**src/rtl/apb_slv_responder.sv**
```systemverilog
// APB completer that turns each APB transfer into one valid/ready request to a
// local register file, returns its response with a single pready pulse, and
// completes stuck transfers with pslverr via a watchdog.

package apb_slv_pkg;

    typedef struct packed {
        logic [31:0] paddr;
        logic [2:0]  pprot;
        logic        pselx;
        logic        penable;
        logic        pwrite;
        logic [31:0] pwdata;
        logic [3:0]  pstrb;
    } apb_in_type;

    typedef struct packed {
        logic        pready;
        logic [31:0] prdata;
        logic        pslverr;
    } apb_out_type;

endpackage

module apb_slv_responder
    import apb_slv_pkg::*;
#(
    parameter int abits   = 12,
    parameter int timeout = 64
) (
    input  logic             i_clk,
    input  logic             i_nrst,
    input  apb_in_type       i_apbi,
    output apb_out_type      o_apbo,
    output logic             o_req_valid,
    input  logic             i_req_ready,
    output logic [abits-1:0] o_req_addr,
    output logic             o_req_write,
    output logic [31:0]      o_req_wdata,
    output logic [3:0]       o_req_wstrb,
    input  logic             i_resp_valid,
    input  logic [31:0]      i_resp_rdata,
    input  logic             i_resp_err
);

    typedef enum logic [1:0] {
        IDLE      = 2'd0,
        REQUEST   = 2'd1,
        WAIT_RESP = 2'd2,
        ACCEPT    = 2'd3
    } state_t;

    // A zero timeout still needs a legal one-bit counter even though it never expires.
    localparam int cw = (timeout > 0) ? $clog2(timeout + 1) : 1;
    localparam logic [cw-1:0] cnt_last = (timeout > 0) ? cw'(timeout - 1) : '0;
    localparam logic [cw-1:0] cnt_one  = cw'(1);

    state_t           state_r;
    logic [cw-1:0]    cnt_r;
    logic             drop_r;
    logic [abits-1:0] req_addr_r;
    logic             req_write_r;
    logic [31:0]      req_wdata_r;
    logic [3:0]       req_wstrb_r;
    logic             pready_r;
    logic [31:0]      prdata_r;
    logic             pslverr_r;
    logic             unused_s;

    // Transfer sequencing, watchdog, late-response tracking and all output registers.
    always_ff @(posedge i_clk) begin
        if (!i_nrst) begin
            state_r     <= IDLE;
            cnt_r       <= '0;
            drop_r      <= 1'b0;
            req_addr_r  <= '0;
            req_write_r <= 1'b0;
            req_wdata_r <= 32'h0000_0000;
            req_wstrb_r <= 4'h0;
            pready_r    <= 1'b0;
            prdata_r    <= 32'h0000_0000;
            pslverr_r   <= 1'b0;
        end else begin
            pready_r <= 1'b0;
            // The first response after a timeout belongs to the abandoned request.
            if (drop_r && i_resp_valid) begin
                drop_r <= 1'b0;
            end
            case (state_r)
                IDLE: begin
                    if (i_apbi.pselx && !i_apbi.penable) begin
                        req_addr_r  <= i_apbi.paddr[abits-1:0];
                        req_write_r <= i_apbi.pwrite;
                        req_wdata_r <= i_apbi.pwdata;
                        req_wstrb_r <= i_apbi.pwrite ? i_apbi.pstrb : 4'h0;
                        state_r     <= REQUEST;
                    end
                end
                REQUEST: begin
                    if (!drop_r && i_req_ready) begin
                        cnt_r   <= '0;
                        state_r <= WAIT_RESP;
                    end
                end
                WAIT_RESP: begin
                    if (i_resp_valid) begin
                        prdata_r  <= req_write_r ? 32'h0000_0000 : i_resp_rdata;
                        pslverr_r <= i_resp_err;
                        pready_r  <= 1'b1;
                        state_r   <= ACCEPT;
                    end else if ((timeout != 0) && (cnt_r == cnt_last)) begin
                        prdata_r  <= 32'h0000_0000;
                        pslverr_r <= 1'b1;
                        drop_r    <= 1'b1;
                        pready_r  <= 1'b1;
                        state_r   <= ACCEPT;
                    end else begin
                        cnt_r <= cnt_r + cnt_one;
                    end
                end
                ACCEPT: begin
                    state_r <= IDLE;
                end
                default: begin
                    state_r <= IDLE;
                end
            endcase
        end
    end

    assign o_req_valid    = (state_r == REQUEST) && !drop_r;
    assign o_req_addr     = req_addr_r;
    assign o_req_write    = req_write_r;
    assign o_req_wdata    = req_wdata_r;
    assign o_req_wstrb    = req_wstrb_r;
    assign o_apbo.pready  = pready_r;
    assign o_apbo.prdata  = prdata_r;
    assign o_apbo.pslverr = pslverr_r;

    assign unused_s = ^{i_apbi.pprot, i_apbi.paddr[31:abits]};

endmodule

```
**config.mk**
```make
export PLATFORM = sky130hd
export DESIGN_NAME = apb_slv_responder
export DESIGN_NICKNAME = d
export VERILOG_FILES = /design/src/rtl/apb_slv_responder.sv
export SDC_FILE = /design/constraint.sdc
export NUM_CORES = 1
export LEC_CHECK = 0
export CORE_UTILIZATION = 34
export CTS_CLUSTER_DIAMETER = 100
export DETAILED_ROUTE_END_ITERATION = 7
export HOLD_SLACK_MARGIN = 0.1
export PLACE_DENSITY = 0.83
export SLEW_MARGIN = 20
export SYNTH_ARGS = -nofsm -noshare
export SYNTH_HDL_FRONTEND = slang
export SYNTH_SLANG_ARGS = --single-unit
export TNS_END_PERCENT = 1
```
**constraint.sdc**
```tcl
create_clock -name i_clk -period 1.7 [get_ports i_clk]
set_input_delay 0.255 -clock i_clk [delete_from_list [all_inputs] [get_ports i_clk]]
set_output_delay 0.255 -clock i_clk [all_outputs]
set_load 0.005 [all_outputs]
```
==> results.txt, run 1 <==
Clock buffer count from CTS: 9
Largest net degree at the start of global routing: 41
RSZ-0062 raised after global routing: yes
Reg-to-reg critical path endpoint: cnt_r[4]
Worst setup EP type: register
WL per Instance: 13.7 um
Int Power: 4130 uW
Clock root cell: clkbuf_8
Worst slew margin: 0.757
Leakage: 0.00203 uW
Flip-flop and latch count after synthesis: 93
Initial Util: 0.348
Detail Route Antenna Nets: 0
YS warnings: 0
Ratio of cells with drive above 1 in the final layout: 0.100
TNS Setup: 0 ns
Io pins: 195
Routed wire length: 9.38 mm
Nets: 661
Synth Net Count: 486
Syn Area/Cell: 9.16 um2
Gr usage total: 0.176
Vias in the first global route: 3165
Psw: 1690 uW
First-pass GRT wire length: 14.5 mm
Fin. Hold Viols: 0
Final Skew: 0.00783 ns
Setup-failing EPs final: 0
Post-synth EDFFs: 0
WP data required: 1.99 ns
Die width: 102 um
Flop2flop setup slack: 0.04 ns
Min Hold Slack: 0.442 ns
CTS tree: built
Period Utilization, post-route: 0.976
DRC Markers: 0
Sink Count: 93
Pwr dens: 1050 nW/um2
Cell area after synthesis: 3390 um2
Part of the power in the clock network: 0.256
Max Freq: 0.602 GHz
Synth cell types: 40
H-Tree Depth: 3
Critical setup path kind: register to register
Reg clk slew, reported paths: 0.09 ns
FF-to-FF Start: state_r[0]
Diodes inserted: 0
Detailed Place HPWL: 6.74 mm
Initial antenna violation count: 0
Peak VDD IR: 0.564 mV
Post-synth top area share: 0.549
Worst skew pair latency: 0.35 ns
Final Power: 5830 uW
Crit path from: state_r[0]
Hold crit path type: input pin to register
Tmin final: 1.66 ns
DP Worst Slack: -0.138 ns
Via density: 4.81
Synth Flop Type: dfxtp_1
Sw Share: 0.291
Number of max-cap violations: 0
Critical Path Fanout Max: 5
PortBufs: 171
Slew @ Worst Pin: 0.364 ns
Cells after synthesis: 370
Outcome: completed
Register share of total power: 0.440
Fill cells: 862
Largest cells by area after synthesis: dfxtp_1 (55%), nand2_1 (12%), a22o_1 (8.3%)
Vias: 3283
Die H: 102 um
Hold_buf cts: 0
Core Footprint: 9730 um2
Sequential area share after synthesis: 0.549
Final Slew Violations: 0
Combinational fraction of design power: 0.304
Crit path launch type: register
Die Area: 10400 um2
Worst-case clock buffer depth: 2
First-pass DRT Iterations: 6
Num rows: 36
Fin cells: 683
Critical path capture point: cnt_r[4]
Yosys top cell by area: dfxtp_1
Gr ovfl total: 0
FF-to-FF path depth: 7
Gpl congestion: 0.848
Crit path arrival time: 1.95 ns
DR iter-0 viols: 65
Area delta synth->final: 64.5%
Async S/R FF share, synth: 0
Final WS setup: 0.0400 ns
Placed Cells: 666
-- layout make-up --
type	count	area, um2	area share
repair buffers	191	1920	0.345
flip-flops and latches	93	1870	0.335
multi-input cells	244	1400	0.250
well taps	133	166	0.0299
clock buffers	10	128	0.0229
clock inverters	6	70.1	0.0126
inverters	6	22.5	0.00404
-- synthesized netlist by cell type (all sizes together), types with 2 or more instances --
cell,count
inv,5
o21a,2
o21ai,3
clkbuf,13
mux2i,2
ha,5
nand3,8
a22o,32
nor2,7
nand2,104
nor3,3
a21oi,54
a21boi,2
dfxtp,93
o221a,2
nor3b,2
nand2b,2
buf,14
-- worst max-delay path, stage by stage (launching register included) --
cell	delay, ns
dfxtp_4	0.38
inv_1	0.06
ha_2	0.21
and2_1	0.14
a211o_1	0.28
buf_4	0.16
nor3_2	0.16
o221a_2	0.21
-- cells by family (layout without fill, tap and decap cells) --
group	Yosys count	count (layout)	synth area share
buffers and inverters	33	213	0.0521
adders and majority gates	5	5	0.0185
muxes	3	3	0.00923
and+or+nand+nor	133	133	0.165
DFF	93	93	0.549
AOI/OAI and AO/OA	103	103	0.206
-- sequential cells by signal, indices dropped and copies added, names as in the netlist --
name,count
state_r,2
prdata_r,32
o_req_wstrb,4
o_req_wdata,32
pslverr_r,1
drop_r,1
o_req_write,1
pready_r,1
cnt_r,7
o_req_addr,12
-- repair_timing --
item                                    in CTS  in global routing
pin swaps                                    0                  0
endpoints found under the setup margin       6                 66
resized for setup                            4                 12
buffers inserted                             0                  1
-- metrics by stage --
stage,util,area [um2]
6_report,0.573,5570
5_1_grt,0.573,5570
4_1_cts,0.569,5530
3_5_place_dp,0.548,5330
3_3_place_gp,0.548,5330
2_1_floorplan,-,3390
-- layer usage --
layer  part of all wire  wire length [um]  GRT usage
met2               0.50              4690      0.313
met1               0.39              3650      0.193
met3               0.10               944     0.0698
met5                  0                 0          0
met4              0.011                99     0.0549
-- power by group through the flow --
stage / clock, uW / sequential, uW / combinational [uW]
5_1_grt: 1630 / 2600 / 1950
2_1_floorplan: 0 / 2600 / 742
3_3_place_gp: 0 / 2580 / 1680
6_report: 1490 / 2570 / 1770
4_1_cts: 1560 / 2550 / 1740
3_5_place_dp: 0 / 2600 / 1730
-- layout by cell type (no fill, tap or decap), types with 2 or more instances in the layout --
master / Yosys / final
mux2i_1: 2 / 2
clkdlybuf4s50_1: 0 / 170
nand3_1: 8 / 8
ha_1: 5 / 2
o21ai_0: 3 / 2
o221a_2: 2 / 2
a21oi_1: 53 / 52
a21oi_2: 1 / 2
nand2b_1: 2 / 2
a22o_1: 32 / 32
dfxtp_2: 0 / 2
clkbuf_8: 0 / 9
buf_12: 0 / 5
ha_2: 0 / 2
nor2_1: 7 / 6
dfxtp_1: 93 / 90
nand2_1: 104 / 103
nor3_1: 3 / 2
buf_4: 4 / 15
inv_6: 0 / 3
inv_1: 5 / 4
-- worst min-delay path by stage --
| stage | start | to | slack [ns] | depth (start not counted) |
|---|---|---|---|---|
| after detailed placement | o_req_wstrb[0] | o_req_wstrb[0] | 0.45 | 2 |
| after CTS | i_apbi[19] | o_req_wdata[15] | 0.42 | 3 |
| after global placement | o_req_wstrb[3] | o_req_wstrb[3] | 0.44 | 2 |
| after global routing | i_apbi[23] | o_req_wdata[19] | 0.44 | 3 |
| after floorplan | i_resp_valid | drop_r | 0.33 | 1 |
| final | i_apbi[10] | o_req_wdata[6] | 0.44 | 3 |
Note: power is estimated with default switching activity, not from simulation.
==> run 2, diff against run 1 <==
--- a/config.mk
+++ b/config.mk
@@ -5,11 +5,13 @@
 export SDC_FILE = /design/constraint.sdc
 export NUM_CORES = 1
 export LEC_CHECK = 0
-export CORE_UTILIZATION = 34
+export CAP_MARGIN = 25
+export CORE_UTILIZATION = 35
 export CTS_CLUSTER_DIAMETER = 100
 export DETAILED_ROUTE_END_ITERATION = 7
+export DONT_BUFFER_PORTS = 1
 export HOLD_SLACK_MARGIN = 0.1
-export PLACE_DENSITY = 0.83
+export PLACE_DENSITY = 0.58
 export SLEW_MARGIN = 20
 export SYNTH_ARGS = -nofsm -noshare
 export SYNTH_HDL_FRONTEND = slang
==> results.txt, run 2 (synthesis gave the netlist of run 1 again) <==
Worst skew pair latency: 0.36 ns (about the same)
Final WS setup: 0.0266 ns (-0.0134 ns)
DP Worst Slack: -0.0388 ns (+0.0992 ns)
Sink Count: 93 (unchanged)
DP Area: 3560 um2 (-33%)
Critical setup path kind: register to register
Number of max-cap violations: 0 (unchanged)
First-pass GRT wire length: 13.6 mm (-6.3%)
Worst setup EP type: register
Area delta synth->final: 37.5%
Die width: 100 um (-1.4%)
Initial Util: 0.363 (+0.0150)
Largest net degree at the start of global routing: 42 (+2.4%)
Pwr dens: 1200 nW/um2 (+15%)
Placed Cells: 485 (-27%)
Delay-heaviest family, CP: compound AO/OA/AOI/OAI gates
Io pins: 195 (unchanged)
Clock buffer count from CTS: 9 (unchanged)
Gr usage total: 0.174 (-0.00210)
CP cell instances: inv_1, ha_2, and2_1, a211o_1, buf_4, nor3_1, o221a_2
CTS tree: built
Buf/Inv on CP: 2 (unchanged)
Fin. Hold Viols: 0 (unchanged)
H-Tree Depth: 3 (unchanged)
Outcome: completed
Final Util: 0.500 (-0.0733)
Most frequent cells in the layout: nand2_1 (104), dfxtp_1 (93), dlygate4sd3_1 (84)
Peak VDD IR: 0.547 mV (-3.1%)
Crit path arrival time: 1.97 ns (+0.02 ns)
Diodes inserted: 0 (unchanged)
Crit path launch type: register
Ratio of cells with drive above 1 in the final layout: 0.0965 (-0.00351)
RSZ-0062 raised after global routing: yes
Reg clk slew, reported paths: 0.09 ns (about the same)
Num rows: 35 (-2.8%)
WL per Instance: 15.5 um (+13%)
DR iter-0 viols: 75 (+15%)
First-pass DRT Iterations: 4 (-2)
Vias: 2954 (-10%)
Vias in the first global route: 2843 (-10%)
Leakage: 0.00173 uW (-15%)
TNS Setup: 0 ns (unchanged)
WP data required: 2.00 ns (about the same)
Final Skew: 0.00605 ns (-0.00178 ns)
DRC Markers: 0 (unchanged)
Fin cells: 585 (-14%)
CP peak stage delay: 0.36 ns (-0.02 ns)
Tmin final: 1.67 ns (+0.0134 ns)
Clock root cell: clkbuf_8
PortBufs: 0 (-100%)
Period Utilization, post-route: 0.984 (+0.00787)
Final Cell Area: 4660 um2 (-16%)
Detail Route Antenna Nets: 0 (unchanged)
Worst-case clock buffer depth: 2 (unchanged)
Via density: 5.05 (+5.1%)
Setup Fix Bufs, Post-CTS: 0 (unchanged)
Die Area: 10100 um2 (-2.8%)
Gr ovfl total: 0 (unchanged)
Final Slew Violations: 0 (unchanged)
Nets: 567 (-14%)
Critical Path Fanout Max: 6 (+1)
Most common cell after layout, fill and taps aside: nand2_1
Worst path slowest cell: dfxtp_1
Max Freq: 0.598 GHz (-0.80%)
Die H: 100 um (-1.4%)
Setup-failing EPs final: 0 (unchanged)
Slew @ Worst Pin: 0.561 ns (+0.197 ns)
Detailed Place HPWL: 5.33 mm (-21%)
Core Footprint: 9330 um2 (-4.1%)
Routed wire length: 9.09 mm (-3.1%)
Worst slew margin: 0.624 (-0.134)
Gpl congestion: 0.777 (-8.3%)
Hold crit path type: input pin to register
Initial antenna violation count: 0 (unchanged)
-- run 2: changes by cell type in the layout (fill, tap and decap cells not counted), sizes merged --
cell	before	now
buf	20	13
bufinv	1	3
clkdlybuf4s50	170	0
clkinv	3	2
clkinvlp	0	2
dlygate4sd2	1	0
dlygate4sd3	0	84
inv	8	5
-- run 2: timing repair --
| action | in CTS | in global routing |
|---|---|---|
| hold buffers | 84 | 0 |
| endpoints found under the setup margin | 5 | 11 |
| resized for setup | 2 | 5 |
| gates cloned | 0 | 0 |
| endpoints found under the hold margin | 87 | 0 |
-- run 2: worst register-to-register path, stage by stage, from the launching register on --
cell and delay (ns):
dfxtp_1 0.36, inv_1 0.07, ha_2 0.23, and2_1 0.15
a211o_1 0.28, buf_4 0.16, nor3_1 0.17, o221a_2 0.21
-- run 2: worst paths after layout --
kind | startpoint | end | slack, ns | cells after the start
min | i_resp_valid | pslverr_r | 0.15 | 2
max | state_r[0] | cnt_r[4] | 0.03 | 7
min reg2reg | cnt_r[6] | cnt_r[6] | 0.47 | 1
max reg2reg | state_r[0] | cnt_r[4] | 0.03 | 7
-- run 2: report_power, final --
group	switching [uW]	internal, uW
logic	621	566
registers	194	2420
clock network	767	1010
-- run 2: layout make-up --
class | count | area (um2)
clock buffer | 10 | 138
clock inverter | 6 | 110
fill | 808 | 4670
inverter | 6 | 22.5
multi-input combinational | 244 | 1380
sequential | 93 | 1860
tap | 129 | 161
timing repair buffer | 97 | 988
-- run 2: layer usage --
layer / wire length (um) / track usage / vias to the layer above
met5: 0 / 0 / -
met4: 253 / 0.0925 / 0
met3: 727 / 0.0571 / 21
met2: 4390 / 0.300 / 142
met1: 3710 / 0.191 / 1368
li1: - / - / 1423
-- run 2: stage by stage --
step / power [uW] / hold WS [ns]
2_1_floorplan: 3340 / 0.334
3_3_place_gp: 3620 / 0.337
3_5_place_dp: 3650 / 0.340
4_1_cts: 5600 / 0.126
5_1_grt: 5890 / 0.131
6_report: 5580 / 0.147
==> run 3, diff against run 2 <==
--- a/config.mk
+++ b/config.mk
@@ -5,6 +5,7 @@
 export SDC_FILE = /design/constraint.sdc
 export NUM_CORES = 1
 export LEC_CHECK = 0
+export ABC_CLOCK_PERIOD_IN_PS = 1700
 export CAP_MARGIN = 25
 export CORE_UTILIZATION = 35
 export CTS_CLUSTER_DIAMETER = 100
==> results of run 3 <==
Final layout, timing and power as in run 2 (identical DEF).
